<file path="src/rtl/aes_spi_master_if.sv">
// Host-side bundle for aes_spi_master: parallel host handshake plus the SPI pins.
// The master modport is the DUT view; the slave modport is the host/SPI-peer view.
interface aes_spi_master_if #(
    parameter int unsigned Nk = 4
);
    logic                start;
    logic [127:0]        data_in;
    logic [32*Nk-1:0]    key_in;
    logic                busy;
    logic                done;
    logic [127:0]        data_out;
    logic                SCLK;
    logic                CS;
    logic                SDI;
    logic                SDO;

    modport master (
        input  start, data_in, key_in, SDO,
        output busy, done, data_out, SCLK, CS, SDI
    );

    modport slave (
        output start, data_in, key_in, SDO,
        input  busy, done, data_out, SCLK, CS, SDI
    );
endinterface

</file>
<file path="src/rtl/aes_spi_master.sv">
// SPI master feeding the AES slave: sends plaintext+key MSB-first, idles GAP_BITS
// SCLK periods, then shifts in the 128-bit ciphertext and reports it with a done pulse.
module aes_spi_master #(
    parameter int unsigned Nk       = 4,
    parameter int unsigned CLK_DIV  = 2,
    parameter int unsigned GAP_BITS = 8
) (
    input logic                clk,
    input logic                rst,
    aes_spi_master_if.master   bus
);
    localparam int unsigned TX    = 128 + 32 * Nk;
    localparam int unsigned TOTAL = TX + GAP_BITS + 128;
    localparam int unsigned CW    = $clog2(TOTAL + 1);
    localparam int unsigned DW    = (CLK_DIV > 1) ? $clog2(CLK_DIV) : 1;

    localparam logic [CW-1:0] TxEnd    = CW'(TX);
    localparam logic [CW-1:0] GapEnd   = CW'(TX + GAP_BITS);
    localparam logic [CW-1:0] FrameEnd = CW'(TOTAL);
    localparam logic [DW-1:0] DivLast  = DW'(CLK_DIV - 1);

    typedef enum logic [2:0] {StIdle, StSend, StGap, StRecv, StFin} state_e;

    state_e          state_q, state_d;
    logic [DW-1:0]   div_q, div_d;
    logic [CW-1:0]   bit_q, bit_d;
    logic [TX-1:0]   tx_sr_q, tx_sr_d;
    logic [127:0]    rx_sr_q, rx_sr_d;
    logic [127:0]    data_out_q, data_out_d;
    logic            sclk_q, sclk_d;
    logic            cs_q, cs_d;
    logic            sdi_q, sdi_d;
    logic            busy_q, busy_d;
    logic            done_q, done_d;

    logic            active, tick, rise, fall;
    logic [CW-1:0]   bit_nxt;

    always_ff @(posedge clk or negedge rst) begin
        if (!rst) begin
            state_q    <= StIdle;
            div_q      <= '0;
            bit_q      <= '0;
            tx_sr_q    <= '0;
            rx_sr_q    <= '0;
            data_out_q <= '0;
            sclk_q     <= 1'b0;
            cs_q       <= 1'b1;
            sdi_q      <= 1'b0;
            busy_q     <= 1'b0;
            done_q     <= 1'b0;
        end else begin
            state_q    <= state_d;
            div_q      <= div_d;
            bit_q      <= bit_d;
            tx_sr_q    <= tx_sr_d;
            rx_sr_q    <= rx_sr_d;
            data_out_q <= data_out_d;
            sclk_q     <= sclk_d;
            cs_q       <= cs_d;
            sdi_q      <= sdi_d;
            busy_q     <= busy_d;
            done_q     <= done_d;
        end
    end

    // SCLK edges are decided one clk ahead: rise/fall mark the clk edge that toggles SCLK.
    assign active  = (state_q == StSend) || (state_q == StGap) || (state_q == StRecv);
    assign tick    = (div_q == DivLast);
    assign rise    = active && tick && !sclk_q;
    assign fall    = active && tick && sclk_q;
    assign bit_nxt = bit_q + CW'(1);

    always_comb begin
        state_d    = state_q;
        div_d      = div_q;
        bit_d      = bit_q;
        tx_sr_d    = tx_sr_q;
        rx_sr_d    = rx_sr_q;
        data_out_d = data_out_q;
        sclk_d     = sclk_q;
        cs_d       = cs_q;
        sdi_d      = sdi_q;
        busy_d     = busy_q;
        done_d     = 1'b0;

        if (active) begin
            div_d = tick ? '0 : div_q + DW'(1);
            if (tick) sclk_d = !sclk_q;
            if (fall) bit_d = bit_nxt;
        end

        unique case (state_q)
            StIdle: begin
                if (bus.start) begin
                    tx_sr_d = {bus.data_in, bus.key_in};
                    sdi_d   = bus.data_in[127];
                    cs_d    = 1'b0;
                    busy_d  = 1'b1;
                    div_d   = '0;
                    bit_d   = '0;
                    sclk_d  = 1'b0;
                    state_d = StSend;
                end
            end
            StSend: begin
                if (fall) begin
                    tx_sr_d = tx_sr_q << 1;
                    if (bit_nxt == TxEnd) begin
                        sdi_d   = 1'b0;
                        state_d = StGap;
                    end else begin
                        sdi_d = tx_sr_q[TX-2];
                    end
                end
            end
            StGap: begin
                if (fall && bit_nxt == GapEnd) state_d = StRecv;
            end
            StRecv: begin
                if (rise) rx_sr_d = {rx_sr_q[126:0], bus.SDO};
                // Closing the frame on the last falling edge makes the done cycle the FIN cycle.
                if (fall && bit_nxt == FrameEnd) begin
                    cs_d       = 1'b1;
                    sclk_d     = 1'b0;
                    data_out_d = rx_sr_q;
                    done_d     = 1'b1;
                    busy_d     = 1'b0;
                    state_d    = StFin;
                end
            end
            StFin: begin
                div_d   = '0;
                bit_d   = '0;
                state_d = StIdle;
            end
            default: state_d = StIdle;
        endcase
    end

    assign bus.SCLK     = sclk_q;
    assign bus.CS       = cs_q;
    assign bus.SDI      = sdi_q;
    assign bus.busy     = busy_q;
    assign bus.done     = done_q;
    assign bus.data_out = data_out_q;
endmodule

</file>
<file path="src/flat_wrapper.sv">
// flat-port wrapper written by rule: the top's interface ports become plain ports
module aes_spi_master_flat 
#(
    parameter int unsigned Nk       = 4,
    parameter int unsigned CLK_DIV  = 2,
    parameter int unsigned GAP_BITS = 8
)
  (clk, rst, bus_start, bus_data_in, bus_key_in, bus_SDO, bus_busy, bus_done, bus_data_out, bus_SCLK, bus_CS, bus_SDI);
  aes_spi_master_if #(.Nk(Nk)) bus_i ();
  input logic clk;
  input logic rst;
  input wire logic [$bits(bus_i.start)-1:0] bus_start;
  input wire logic [$bits(bus_i.data_in)-1:0] bus_data_in;
  input wire logic [$bits(bus_i.key_in)-1:0] bus_key_in;
  input wire logic [$bits(bus_i.SDO)-1:0] bus_SDO;
  output wire logic [$bits(bus_i.busy)-1:0] bus_busy;
  output wire logic [$bits(bus_i.done)-1:0] bus_done;
  output wire logic [$bits(bus_i.data_out)-1:0] bus_data_out;
  output wire logic [$bits(bus_i.SCLK)-1:0] bus_SCLK;
  output wire logic [$bits(bus_i.CS)-1:0] bus_CS;
  output wire logic [$bits(bus_i.SDI)-1:0] bus_SDI;
  assign bus_i.start = bus_start;
  assign bus_i.data_in = bus_data_in;
  assign bus_i.key_in = bus_key_in;
  assign bus_i.SDO = bus_SDO;
  assign bus_busy = bus_i.busy;
  assign bus_done = bus_i.done;
  assign bus_data_out = bus_i.data_out;
  assign bus_SCLK = bus_i.SCLK;
  assign bus_CS = bus_i.CS;
  assign bus_SDI = bus_i.SDI;
  aes_spi_master #(.Nk(Nk), .CLK_DIV(CLK_DIV), .GAP_BITS(GAP_BITS)) u_core (.clk(clk), .rst(rst), .bus(bus_i));
endmodule
</file>
<file path="config.mk">
export PLATFORM = sky130hd
export DESIGN_NAME = aes_spi_master_flat
export DESIGN_NICKNAME = d
export VERILOG_FILES = /design/src/rtl/aes_spi_master_if.sv /design/src/rtl/aes_spi_master.sv /design/src/flat_wrapper.sv
export SDC_FILE = /design/constraint.sdc
export NUM_CORES = 1
export LEC_CHECK = 0
export CAP_MARGIN = 10
export CORE_ASPECT_RATIO = 0.9
export CORE_MARGIN = 3
export CORE_UTILIZATION = 50
export DETAILED_ROUTE_END_ITERATION = 8
export DONT_BUFFER_PORTS = 1
export MAX_ROUTING_LAYER = met4
export REMOVE_ABC_BUFFERS = 1
export SKIP_CTS_REPAIR_TIMING = 1
export SLEW_MARGIN = 20
export SYNTH_ARGS = -nofsm -noshare
export SYNTH_HDL_FRONTEND = slang
export SYNTH_SLANG_ARGS = --single-unit
</file>
<file path="constraint.sdc">
create_clock -name clk -period 3.3 [get_ports clk]
set_input_delay 0.33 -clock clk [delete_from_list [all_inputs] [get_ports clk]]
set_output_delay 0.33 -clock clk [all_outputs]
set_load 0.005 [all_outputs]
</file>
==> flow_summary.toml, run 1 <==
[setup_path]
end_kind = "register"
start_kind = "register"
critPathRequiredTime_ns = 3.77
critPathKind = "register to register"
critPathArrivalTime_ns = 3.47
path_max_fanout = 27
rrSetupSlack_ns = 0.30

[timing]
fmax_mhz = 333
drv_slew = 130
slew_headroom = -0.133
fin_crit_ns = 3.00
tns_ns = 0
tightest_slew_ns = 1.70
rsz0062_at_grt = "no"
finClkSkew_ns = 0.0138
finalHoldViolations = 562
setup_viol = 0
hold_slack_ns = -0.568
fin_crit_sh = 0.910
setup_slack_ns = 0.298

[power]
peakVddDrop_v = 0.000354
p_sw_frac = 0.203
power_density_mw_per_mm2 = 491
switchingPower_uw = 2650
clockPowerShare = 0.478
internal-power_uw = 10400
comb_power_share = 0.025
finalPower_uw = 13000
leakagePower_uw = 0.0120
power.share.sequential = 0.498

[global_routing]
grt_pass1_vias = 12751
grt_pass1_wl_um = 72500
grt_max_degree = 530
grt_overflow = 0
antenna_found_initial = 6
grt_use_total = 0.203

[logic_synthesis]
synth-async-reset-ratio = 1.00
synthCells = 1771
netlist_area_sq_mm = 0.0221
yosysMostFrequentCell = "dfrtp_1"
ys_warn_count = 0
synth.avg_cell_area_sq_um = 12.5
synth_top_area_frac = 0.597
netlist-cell-type-count = 40
yosys-top-cells-count = "dfrtp_1 (528), nand2_1 (264), o21ai_0 (259)"
synth_enable_flop_cells = 0
synth.largest_area_cell = "dfrtp_1"
ys_seq_elements = 529
yosys_most_used_dff = "dfrtp_1"
seq_area_frac_synth = 0.599
yosys-top-cells-area = "dfrtp_1 (60%), mux2i_1 (12%), mux2_2 (8.7%), o21ai_0 (5.9%), nand2_1 (4.5%)"

[final_layout]
multi_input_comb_area_sq_mm = 0.00828
area_growth_pct = 20.1
fin_util = 0.613
ff_latch_area_sq_mm = 0.0132
nets = 2200
fillerInstances = 3438
drive_gt1_frac = 0.144
fin_cells = 2580

[min_path]
hold_path.class = "input port to asynchronous set/reset pin"

[cts]
root_buffer = "clkbuf_16"
clk_pin_slew_worst_paths_ns = 0.07
cts.sinks = 529
htree_levels = 2
tritoncts = "built"
clk_latency_ns = 0.59
clk_path_buf_depth = 3
cts_buffers = 54

[place]
post-place-ws_ns = 0.231
placed_cells = 2263
routabilityCongestion = 0.810
hpwlAfterDp_um = 31100
port_buffers = 0

[detailed_routing]
vias_per_cell = 5.32
routed_wl_um = 49100
drt_pass1_iterations = 5
ant_nets = 0
first_iter_violations = 841
dr_total_vias = 13728
wl_per_cell_um = 19.0
drc = 0

[die]
coreArea_sq_mm = 0.0433
fp-row-count = 72
start_util = 0.510
die_w_um = 228
io-pin-count = 393
die_y_um = 206
fp.dieArea_sq_mm = 0.0468

[job]
max-cap-violations = 0

[run_status]
violations = "hold timing, slew limit"
outcome = "finished, violations left"
-- metrics by stage --
step,instance area [sq um],hold slack [ns]
finish,26600,-0.568
global route,26600,-0.601
CTS,24400,-0.591
detailed placement,22600,0.0476
global placement,22600,0.0468
floorplan,21500,0.0344
-- registers in the layout (all words and copies together), names as in the netlist --
register	count
u_core.bus.data_out	128
u_core.bus.SCLK	1
u_core.bus.busy	1
u_core.bus.done	1
u_core.bus.SDI	1
u_core.bit_q	9
u_core.bus.CS	1
u_core.tx_sr_q	255
u_core.rx_sr_q	128
u_core.state_q	3
u_core.div_q	1
-- critical path, cell delays in order, from the launching register on --
cell and delay [ns]:
dfrtp_1 0.50, nor2_1 0.15, nor2_1 0.14, ha_1 0.20
and3_1 0.27, o2111ai_1 0.22, nor4_4 0.55, buf_4 0.47
mux2_1 0.37
-- cells in the final DEF, fill, tap and decap left out, types with 2 or more instances in the layout --
cell type,instances
dfrtp_1,528
nand2_1,264
o21ai_0,259
mux2i_1,255
dlygate4sd3_1,211
mux2_2,171
mux2_1,87
clkbuf_16,55
nor2_1,16
clkbuf_1,13
buf_12,13
clkinv_2,11
clkbuf_8,10
buf_4,9
diode_2,6
nand3_1,6
nor3_1,6
xor2_1,6
inv_1,5
and3_1,5
bufinv_16,5
nand4_1,4
xnor2_1,4
a21oi_1,3
nor2b_1,3
o211ai_1,2
o21a_1,2
nor4_1,2
o221ai_1,2
ha_1,2
clkinv_8,2
inv_6,2
clkinvlp_4,2
-- final cells by class --
class	count	area share
antenna	6	0.000565
clock buffer	78	0.0588
sequential	529	0.498
tap	592	0.0279
clock inverter	22	0.0102
multi-input combinational	1115	0.312
timing repair buffer	233	0.0918
inverter	5	0.000706
-- metal layers --
metal  up-vias  wire length, um  global-route usage
met1      6808            21000               0.259
met3        77             4300              0.0843
met2       315            22800               0.301
met4         0              924              0.0520
met5         -                0                   -
li1       6528                -                   -
-- worst paths after layout --
kind	from	cells past startpoint	end
max in group asynchronous	rst	0	u_core.bus.data_out[92]
worst min-delay path	rst	0	u_core.tx_sr_q[156]
worst max-delay path	u_core.state_q[0]	8	u_core.bus.data_out[29]
worst max register to register	u_core.state_q[0]	8	u_core.bus.data_out[29]
worst min register to register	u_core.tx_sr_q[140]	2	u_core.tx_sr_q[140]
min in group clk	bus_data_in[61]	2	u_core.tx_sr_q[189]
-- power groups by stage --
stage,clock [uW],combinational [uW],sequential [uW]
final,6230,324,6490
after global routing,6690,350,6490
after CTS,6410,94.1,6490
after detailed placement,0,95.0,6610
after global placement,0,90.4,6610
after floorplan,0,77.3,6610
-- logic make-up (layout without fill, tap and decap cells) --
kind of cell             after synthesis  in the layout  share of synthesized area
AO/OA/AOI/OAI                        278            278                     0.0650
XOR/XNOR                              10             10                    0.00396
adder cells (fa/ha/maj)                2              2                    0.00113
buffers and inverters                127            338                     0.0277
flip-flops                           529            529                      0.599
multiplexers                         513            513                      0.247
other                                  0              6                          0
AND/OR/NAND/NOR                      312            312                     0.0568
Note: power is estimated with default switching activity, not from simulation.
==> run 2: changes to the inputs <==
CORE_MARGIN = 5   (was 3)
clock period = 3.8 ns   (was 3.3 ns; I/O delays follow)
==> flow_summary.toml, run 2 (synthesis results as in run 1) <==
[detailed_routing]
drc = 0
vias_per_cell = 5.34
drt_pass1_iterations = 4
first_iter_violations = 867
wl_per_cell_um = 19.6
routed_wl_um = 47500
ant_nets = 0
dr_total_vias = 12903

[final_layout]
area_growth_pct = 12.0
top_register = "u_core.tx_sr_q"
drive_gt1_frac = 0.150
stdcell_area_sq_mm = 0.0248
final_cell_mix = "dfrtp_1 (528), nand2_1 (264), o21ai_0 (259), mux2i_1 (255), mux2_2 (171)"
layout_commonest_cell = "dfrtp_1"
largest_register_ffs = 255
nets = 2033

[global_routing]
grt_max_degree = 530
antenna_found_initial = 8
grt_overflow = 0
grt_pass1_vias = 12512
grt_pass1_wl_um = 73400
grt_use_total = 0.195

[cts]
cts.sinks = 529
htree_levels = 2
tritoncts = "built"
clk_path_buf_depth = 3
clk_latency_ns = 0.59
cts_buffers = 53
root_buffer = "clkbuf_16"
clk_pin_slew_worst_paths_ns = 0.06

[setup_path]
critPathKind = "register to register"
critPathRequiredTime_ns = 4.27
rrSetupSlack_ns = 0.85
critPathArrivalTime_ns = 3.43
end_kind = "register"
start_kind = "register"
path_max_fanout = 53

[timing]
slew_headroom = -0.342
tightest_slew_ns = 2.01
fin_crit_ns = 2.95
hold_slack_ns = -0.503
setup_slack_ns = 0.846
rsz0062_at_grt = "no"
fmax_mhz = 339
setup_viol = 0
fin_crit_sh = 0.777
finalHoldViolations = 529
finClkSkew_ns = 0.0151
drv_slew = 267

[place]
routabilityCongestion = 0.797
hpwlAfterDp_um = 31200
placed_cell_area_sq_mm = 0.0225
post-place-ws_ns = 0.901
port_buffers = 0

[die]
die_y_um = 210
coreArea_sq_mm = 0.0439
fp-row-count = 73
start_util = 0.503
io-pin-count = 393
die_w_um = 232
fp.dieArea_sq_mm = 0.0485

[power]
peakVddDrop_v = 0.000381
power_density_mw_per_mm2 = 437
leakagePower_uw = 0.0112

[run_status]
outcome = "finished, violations left"
violations = "hold timing, slew limit"

[job]
max-cap-violations = 0

[min_path]
hold_path.class = "input port to asynchronous set/reset pin"
run 2: stage by stage:
step	hold slack (ns)	cells	power (uW)	util	TNS [ns]
2_1_floorplan	0.0844	1649	5810	-	-4597.54
6_report	-0.503	2418	10800	0.564	0
5_1_grt	-0.546	2416	11300	0.564	0
3_3_place_gp	0.0979	2265	5820	0.513	0
3_5_place_dp	0.0978	2265	5820	0.513	0
4_1_cts	-0.540	2357	10900	0.551	0
run 2: final cells by class:
class                   count  area [sq um]
well taps                 600           751
repair buffers             67           756
flip-flops and latches    529         13200
multi-input cells        1115          8290
inverters                   5          18.8
fillers                  3693         19200
diodes                     10          25.0
clock inverters             9          82.6
clock buffers              83          1610
run 2: path summary, 6_finish.rpt:
check                                    from                  endpoint  depth (start not counted)
setup reg to reg              u_core.bit_q[0]  u_core.bus.data_out[127]                          8
hold reg to reg            u_core.tx_sr_q[70]        u_core.tx_sr_q[70]                          2
hold / removal                            rst       u_core.tx_sr_q[155]                          0
setup / recovery              u_core.bit_q[0]  u_core.bus.data_out[127]                          8
min in group clk               bus_data_in[1]       u_core.tx_sr_q[129]                          2
max in group asynchronous                 rst         u_core.tx_sr_q[2]                          0
run 2: per-layer routing:
layer | up-vias | global-route usage | routed length, um
li1 | 6186 | - | -
met4 | 0 | 0.0483 | 801
met1 | 6354 | 0.249 | 20300
met2 | 304 | 0.287 | 21700
met5 | - | - | 0
met3 | 59 | 0.0866 | 4730
run 2: report_power, final:
group / switching (uW) / total (uW) / internal (uW)
clock: 2110 / 5060 / 2950
sequential: 1.46 / 5640 / 5640
combinational: 47.0 / 129 / 81.9
total: 2160 / 10800 / 8670
run 2: critical path, cell delays in order (launching register included):
cell and delay, ns:
dfrtp_1 0.39, ha_1 0.28, nand4_1 0.22, o31ai_1 0.36, o21ai_1 0.21, nor4_4 0.30
buf_12 0.29, buf_12 0.31, mux2_2 0.38
